[config.mk]
export PLATFORM = sky130hd
export DESIGN_NAME = pipe_stall_ctrl
export DESIGN_NICKNAME = d
export VERILOG_FILES = /design/src/rtl/pipe_stall_ctrl.sv
export SDC_FILE = /design/constraint.sdc
export NUM_CORES = 1
export LEC_CHECK = 0
export BUFFER_PORTS_ARGS = -buffer_cell sky130_fd_sc_hd__buf_2
export CELL_PAD_IN_SITES_DETAIL_PLACEMENT = 0
export CELL_PAD_IN_SITES_GLOBAL_PLACEMENT = 2
export CORE_MARGIN = 2
export CORE_UTILIZATION = 30
export CTS_BUF_LIST = sky130_fd_sc_hd__clkbuf_16
export DETAILED_ROUTE_END_ITERATION = 16
export PLACE_DENSITY_LB_ADDON = 0.1
export RECOVER_POWER = 25
export SLEW_MARGIN = 10
export SYNTH_ARGS = -nofsm -noshare
export SYNTH_HDL_FRONTEND = slang
export SYNTH_SLANG_ARGS = --single-unit
[constraint.sdc]
create_clock -name clk -period 4.4 [get_ports clk]
set_input_delay 0.88 -clock clk [delete_from_list [all_inputs] [get_ports clk]]
set_output_delay 0.88 -clock clk [all_outputs]
set_load 0.05 [all_outputs]
[src/rtl/pipe_stall_ctrl.sv]
// pipe_stall_ctrl: owns the PC, IF/ID and ID/EX registers of the 5-stage pipeline.
// Applies load-use stalls and branch flushes, counts injected bubbles and flags stuck stalls.
module pipe_stall_ctrl #(
    parameter logic [31:0] RESET_PC  = 32'h0000_0000,
    parameter int          CW        = 10,
    parameter int          DW        = 106,
    parameter int          MAX_STALL = 4
) (
    input  logic          clk,
    input  logic          rst_n,
    input  logic          stall_req,
    input  logic          flush_req,
    input  logic [31:0]   pc_next,
    input  logic [31:0]   instr_if,
    input  logic [CW-1:0] ctrl_id,
    input  logic [DW-1:0] data_id,
    output logic [31:0]   pc_q,
    output logic [31:0]   ifid_instr,
    output logic [31:0]   ifid_pc4,
    output logic          ifid_valid,
    output logic [CW-1:0] idex_ctrl,
    output logic [DW-1:0] idex_data,
    output logic          idex_valid,
    output logic          stall_err,
    output logic [15:0]   bubble_cnt
);

    function automatic logic [2:0] sat_inc(input logic [2:0] v);
        return (v == 3'b111) ? v : v + 3'd1;
    endfunction

    logic       stall_eff;
    logic       bubble;
    logic [2:0] scnt;
    logic [2:0] scnt_next;

    // A flush overrides a simultaneous stall, so only a bare stall freezes the front end.
    assign stall_eff = stall_req & ~flush_req;
    assign bubble    = stall_req | flush_req;

    always_comb begin
        scnt_next = 3'd0;
        if (stall_eff)
            scnt_next = sat_inc(scnt);
    end

    // PC and IF/ID stage
    always_ff @(posedge clk or negedge rst_n) begin
        if (!rst_n) begin
            pc_q       <= RESET_PC;
            ifid_instr <= 32'd0;
            ifid_pc4   <= 32'd0;
            ifid_valid <= 1'b0;
        end else if (flush_req) begin
            pc_q       <= pc_next;
            ifid_instr <= 32'd0;
            ifid_pc4   <= 32'd0;
            ifid_valid <= 1'b0;
        end else if (!stall_req) begin
            pc_q       <= pc_next;
            ifid_instr <= instr_if;
            ifid_pc4   <= pc_q + 32'd4;
            ifid_valid <= 1'b1;
        end
    end

    // ID/EX stage: all-zero control marks a bubble
    always_ff @(posedge clk or negedge rst_n) begin
        if (!rst_n) begin
            idex_ctrl  <= '0;
            idex_data  <= '0;
            idex_valid <= 1'b0;
        end else if (bubble) begin
            idex_ctrl  <= '0;
            idex_data  <= '0;
            idex_valid <= 1'b0;
        end else begin
            idex_ctrl  <= ctrl_id;
            idex_data  <= data_id;
            idex_valid <= ifid_valid;
        end
    end

    // Bubble counter and stall watchdog
    always_ff @(posedge clk or negedge rst_n) begin
        if (!rst_n) begin
            bubble_cnt <= 16'd0;
            scnt       <= 3'd0;
            stall_err  <= 1'b0;
        end else begin
            scnt <= scnt_next;
            if (bubble)
                bubble_cnt <= bubble_cnt + 16'd1;
            if (stall_eff && (int'(scnt_next) >= MAX_STALL))
                stall_err <= 1'b1;
        end
    end

endmodule

# Word-level counts from Yosys, hierarchy flattened
# Index checks and enable logic that the tools add are counted.
classes:
  n_mul: 0
  shift: 0
  bitwise: 3
  eq_ne: 2
  reduce_logical: 1
  n_div: 0
  muxes: 13
  n_lt_le_gt_ge: 1
  addsub: 3
op_table:
  columns: ["op", "n"]
  rows:
  - ["32-bit two-way mux", 6]
  - ["106-bit two-way mux", 1]
  - ["32-bit by 3-bit adder with 32-bit output, second input constant", 1]
  - ["16-bit by 1-bit adder with 16-bit output, second input constant", 1]
  - ["10-bit two-way mux", 1]
  - ["3-bit two-way mux", 2]
  - ["3-bit by 1-bit adder with 3-bit output, second input constant", 1]
  - ["3-bit == test, second input constant", 1]
  - ["3-bit >= comparator, second input constant", 1]
  - ["1-bit two-way mux", 3]
  - ["2-bit by 1-bit inequality test with 1-bit output, second input constant", 1]
  - ["1-bit bitwise AND", 1]
  - ["1-bit logical AND", 1]
  - ["1-bit inverter", 1]
  - ["1-bit OR", 1]
word_totals:
  input_bits: 184
  elab_cells: 33
  latchBits: 0
  out_inout_bits: 231
  romBits: 0
  n_memories: 0
  ramBits: 0
  regBits: 234

# Longest topological paths before layout
logic_depth:
  word_depth: 5
  mapped_depth: 6
  ltp_nobuf: 5

# Least setup slack after synthesis
# OpenSTA, ideal clock, no wires.
synth_path:
  kind: "reg2reg"
  from: "register pc_q[2]"
  to: "register ifid_pc4[18]"
  t_required_ns: 4.301
  period_less_slack_ns: 2.314
  n_path_buf: 1
  t_arrival_ns: 2.214
  stages_incl_launch_ff: 7
  setup_slack_ns: 2.086
  setup_ns: 0.099
  cell_sequence: "dfrtp_1 > ha_1 > nand4_2 > or2_0 > clkbuf_1 > or4_1 > a311oi_1"
synth_between:
  elab_chain_len: 3
synth_lines:
  columns: ["element", "line_no", "source"]
  rows:
  - ["from (decl)", "17", "output logic [31:0] pc_q,"]
  - ["from (signal assigned)", "55", "pc_q <= pc_next;"]
  - ["from (signal assigned)", "60", "pc_q <= pc_next;"]
  - ["32-bit by 3-bit adder with 32-bit output", "62", "ifid_pc4 <= pc_q + 32'd4;"]
  - ["32-bit two-way mux", "59", "end else if (!stall_req) begin"]
  - ["32-bit two-way mux", "54", "end else if (flush_req) begin"]
  - ["to (signal assigned)", "62", null]
  - ["to (decl)", "19", "output logic [31:0] ifid_pc4,"]
# No other way between the ends. The select of a mux whose other input is x is not followed.
# A chain may end at the register's enable or synchronous reset.

# Final worst setup path
layout_path:
  from: "register pc_q[20]"
  to: "output port pc_q[20]"
# No word-level cell between the ends.

==> metrics <==
status=finished clean; CP endpoint kind=output pin; gpl congestion=roughly 0.74; sw frac=0.308; Post-synth EDFFs=0; Resized Gates After CTS=0; Inserted Diodes=0; Crit Path Max Fanout=9; Wirelength per Cell=18.0 um; sequential power share=0.415; Hold Worst Slack=0.419 ns; initial antenna violation count=2; Worst-Skew Late Latency=0.52 ns; Worst R2R Path Depth=5; Psw=0.00179 W; dpl ws=1.71 ns; Post-synth ARST share=1.00; synthesized area=0.00901 mm2; core area=0.0296 mm2; synth top area cells=dfrtp_1 (65%), and2_1 (8.2%), nand2_1 (4.8%); routed via count=6976; CP Launch Type=flop; area delta synth->final=37.8%; CTS buffer count=27; Setup TNS=0 ns; P per Cell Area=467 mW/mm2; Worst R2R End=ifid_pc4[18]; Die W=roughly 180 um; area post-placement=0.0115 mm2; worst setup margin=roughly 2.1 ns; Crit-path slowest cell=dfrtp_1; Hold Vio Cnt, Final=0; synth cell count leaders=dfrtp_1 (234), and2_1 (118), nand2_1 (116), nor2_1 (69), clkbuf_1 (36); die area=0.0314 mm2; 1st-pass router iterations=4; Total GRT Usage=0.179; number of vias per cell=4.36; WP buf/inv=1; Post-CTS Repair Setup Buffers=0; share of the synthesized area in the top cell type=0.650; CTS tree=built; Max Slew Vio Count=0; Synth area leader=dfrtp_1; vias in the first global route=between 7000 and 8000; Clk pin slew, worst setup/hold paths=0.06 ns; Root Buffer=clkbuf_16; Yosys reg bits=234; first-pass GRT wire length=43.1 mm; delay-heaviest family, CP=flip-flops; sequential area share after synthesis=0.650; Power, Total=around 0.0058 W; CP peak stage delay=0.54 ns; # clock sinks=234; Synth Flop Type=dfrtp_1; largest net degree at the start of global routing=117; worst clock skew=roughly 0.0072 ns; RSZ-0062 raised after global routing=no; final cycle utilization of the critical path=0.524; Slew HR=0.313; Lkg Pwr=approximately 6.8 nW; Filler cells=~3000; Syn Inst Count=781; Net Count, Synth=968; Detailed Route Iter0 Violations=around 330; share of total power in the clock network=0.402; number of H-tree levels=1; Min Clock Period, post-route=roughly 2.3 ns; fraction of layout cells with a size suffix above 1=0.394; GRT overflow=0; RR Startpoint=pc_q[2]; FP Rows=63; Crit path required time=between 3 and 4 ns; Max Clock Freq=0.433 GHz; max-cap violations=0; cells along the critical path=buf_2; # hold bufs at CTS=0; Initial Utilization=0.304; DRC violations left=0; syn_area_per_cell=11.5 um2; CP arrival=1.43 ns; Final Instance Area=0.0124 mm2; antenna viol nets, final=0; Comb power frac=0.182; num ports=415; most common cell in the netlist=dfrtp_1; footprint of the multi-input gates=0.00296 mm2; I/O Buffers=414; Yosys warnings=0; register area=approximately 0.0059 mm2; # nets final=1377; Clock Path Buffers=3; Hold WC Path Type=in2async; peak supply drop=0.232 mV; Reg2Reg Setup Slack=2.22 ns; Synth cell types=45; dpl hpwl=21.0 mm; final setup violation count=0; routed wire length=28.8 mm; cell-internal power=0.00402 W; CP Class=reg2out; Die H=177 um; Worst Tran Pin Value=1.03 ns
==> cell type report <==
cell class / instances / share of cell area
sequential: 234 / 0.471
multi-input combinational: 495 / 0.239
timing repair buffer: 424 / 0.174
clock buffer: 27 / 0.0544
tap: 390 / 0.0393
clock inverter: 21 / 0.0195
inverter: 8 / 0.00242
==> metrics by stage <==
step | util | instances
global placement | 0.388 | 1551
CTS | 0.419 | 1599
floorplan | - | 781
detailed placement | 0.388 | 1551
global route | 0.419 | 1599
finish | 0.419 | 1599
==> flip-flops by register name (all words and copies together) (netlist names) <==
name        count
ifid_pc4       32
idex_ctrl      10
idex_valid      1
pc_q           32
ifid_valid      1
stall_err       1
ifid_instr     32
idex_data     106
bubble_cnt     16
scnt            3
==> layout by cell type (no fill, tap or decap), types with 3 or more instances in the layout <==
master     count
a211o_1        3
a211oi_1      11
a21oi_1        9
a311oi_1       6
a31o_2         3
and2_1       118
and3_1        10
and4_1         4
buf_2        412
buf_4          8
bufinv_16      6
clkbuf_16     27
clkinv_1       5
clkinv_2       5
dfrtp_1      234
ha_1           3
inv_1         13
mux2i_1       35
nand2_1      116
nand3_1       14
nand3_2        3
nand4_1       10
nand4_2        3
nor2_1        68
nor3_1         4
nor4_1         9
o211ai_1       4
o21ai_0        4
o31ai_1        3
or4_1          4
xnor2_1       16
xor2_1        12
==> power by group through the flow <==
stage | clock, W | combinational [W] | sequential (W)
6_report | 0.00233 | 0.00106 | 0.00241
2_1_floorplan | 0 | 0.000229 | 0.00291
3_3_place_gp | 0 | 0.00108 | 0.00245
5_1_grt | 0.00251 | 0.00113 | 0.00243
3_5_place_dp | 0 | 0.00108 | 0.00245
4_1_cts | 0.00242 | 0.00108 | 0.00241
==> worst max-delay path by stage <==
stage / startpoint / end / slack (ns) / cells after the start
finish: pc_q[20] / pc_q[20] / 2.09 / 1
floorplan: pc_q[2] / ifid_pc4[18] / 2.09 / 6
detailed placement: stall_req / ifid_pc4[22] / 1.71 / 6
CTS: pc_q[20] / pc_q[20] / 2.04 / 1
global route: flush_req / ifid_pc4[31] / 2.00 / 6
global placement: stall_req / ifid_pc4[22] / 1.69 / 6
==> metal layers <==
metal  GRT usage  vias to the layer above  wire length, um
met1       0.225                     3266            11700
met3      0.0499                       40             2160
met4      0.0471                        4              757
met5           0                        -               18
li1            -                     3405                -
met2       0.303                      261            14200
==> logic make-up after synthesis <==
kind of cell,count (synthesis),synth area share
AO/OA/AOI/OAI,54,0.0440
buffers and inverters,52,0.0226
AND/OR/NAND/NOR,375,0.213
adder cells (fa/ha/maj),3,0.00417
XOR/XNOR,28,0.0272
flip-flops,234,0.650
multiplexers,35,0.0389
==> worst register-to-register path: stages (launching register included) <==
cell	delay [ns]
dfrtp_1	0.45
ha_1	0.31
nand4_2	0.21
or2_0	0.36
or4_1	0.50
a311oi_1	0.25
Note: power is estimated with default switching activity, not from simulation.
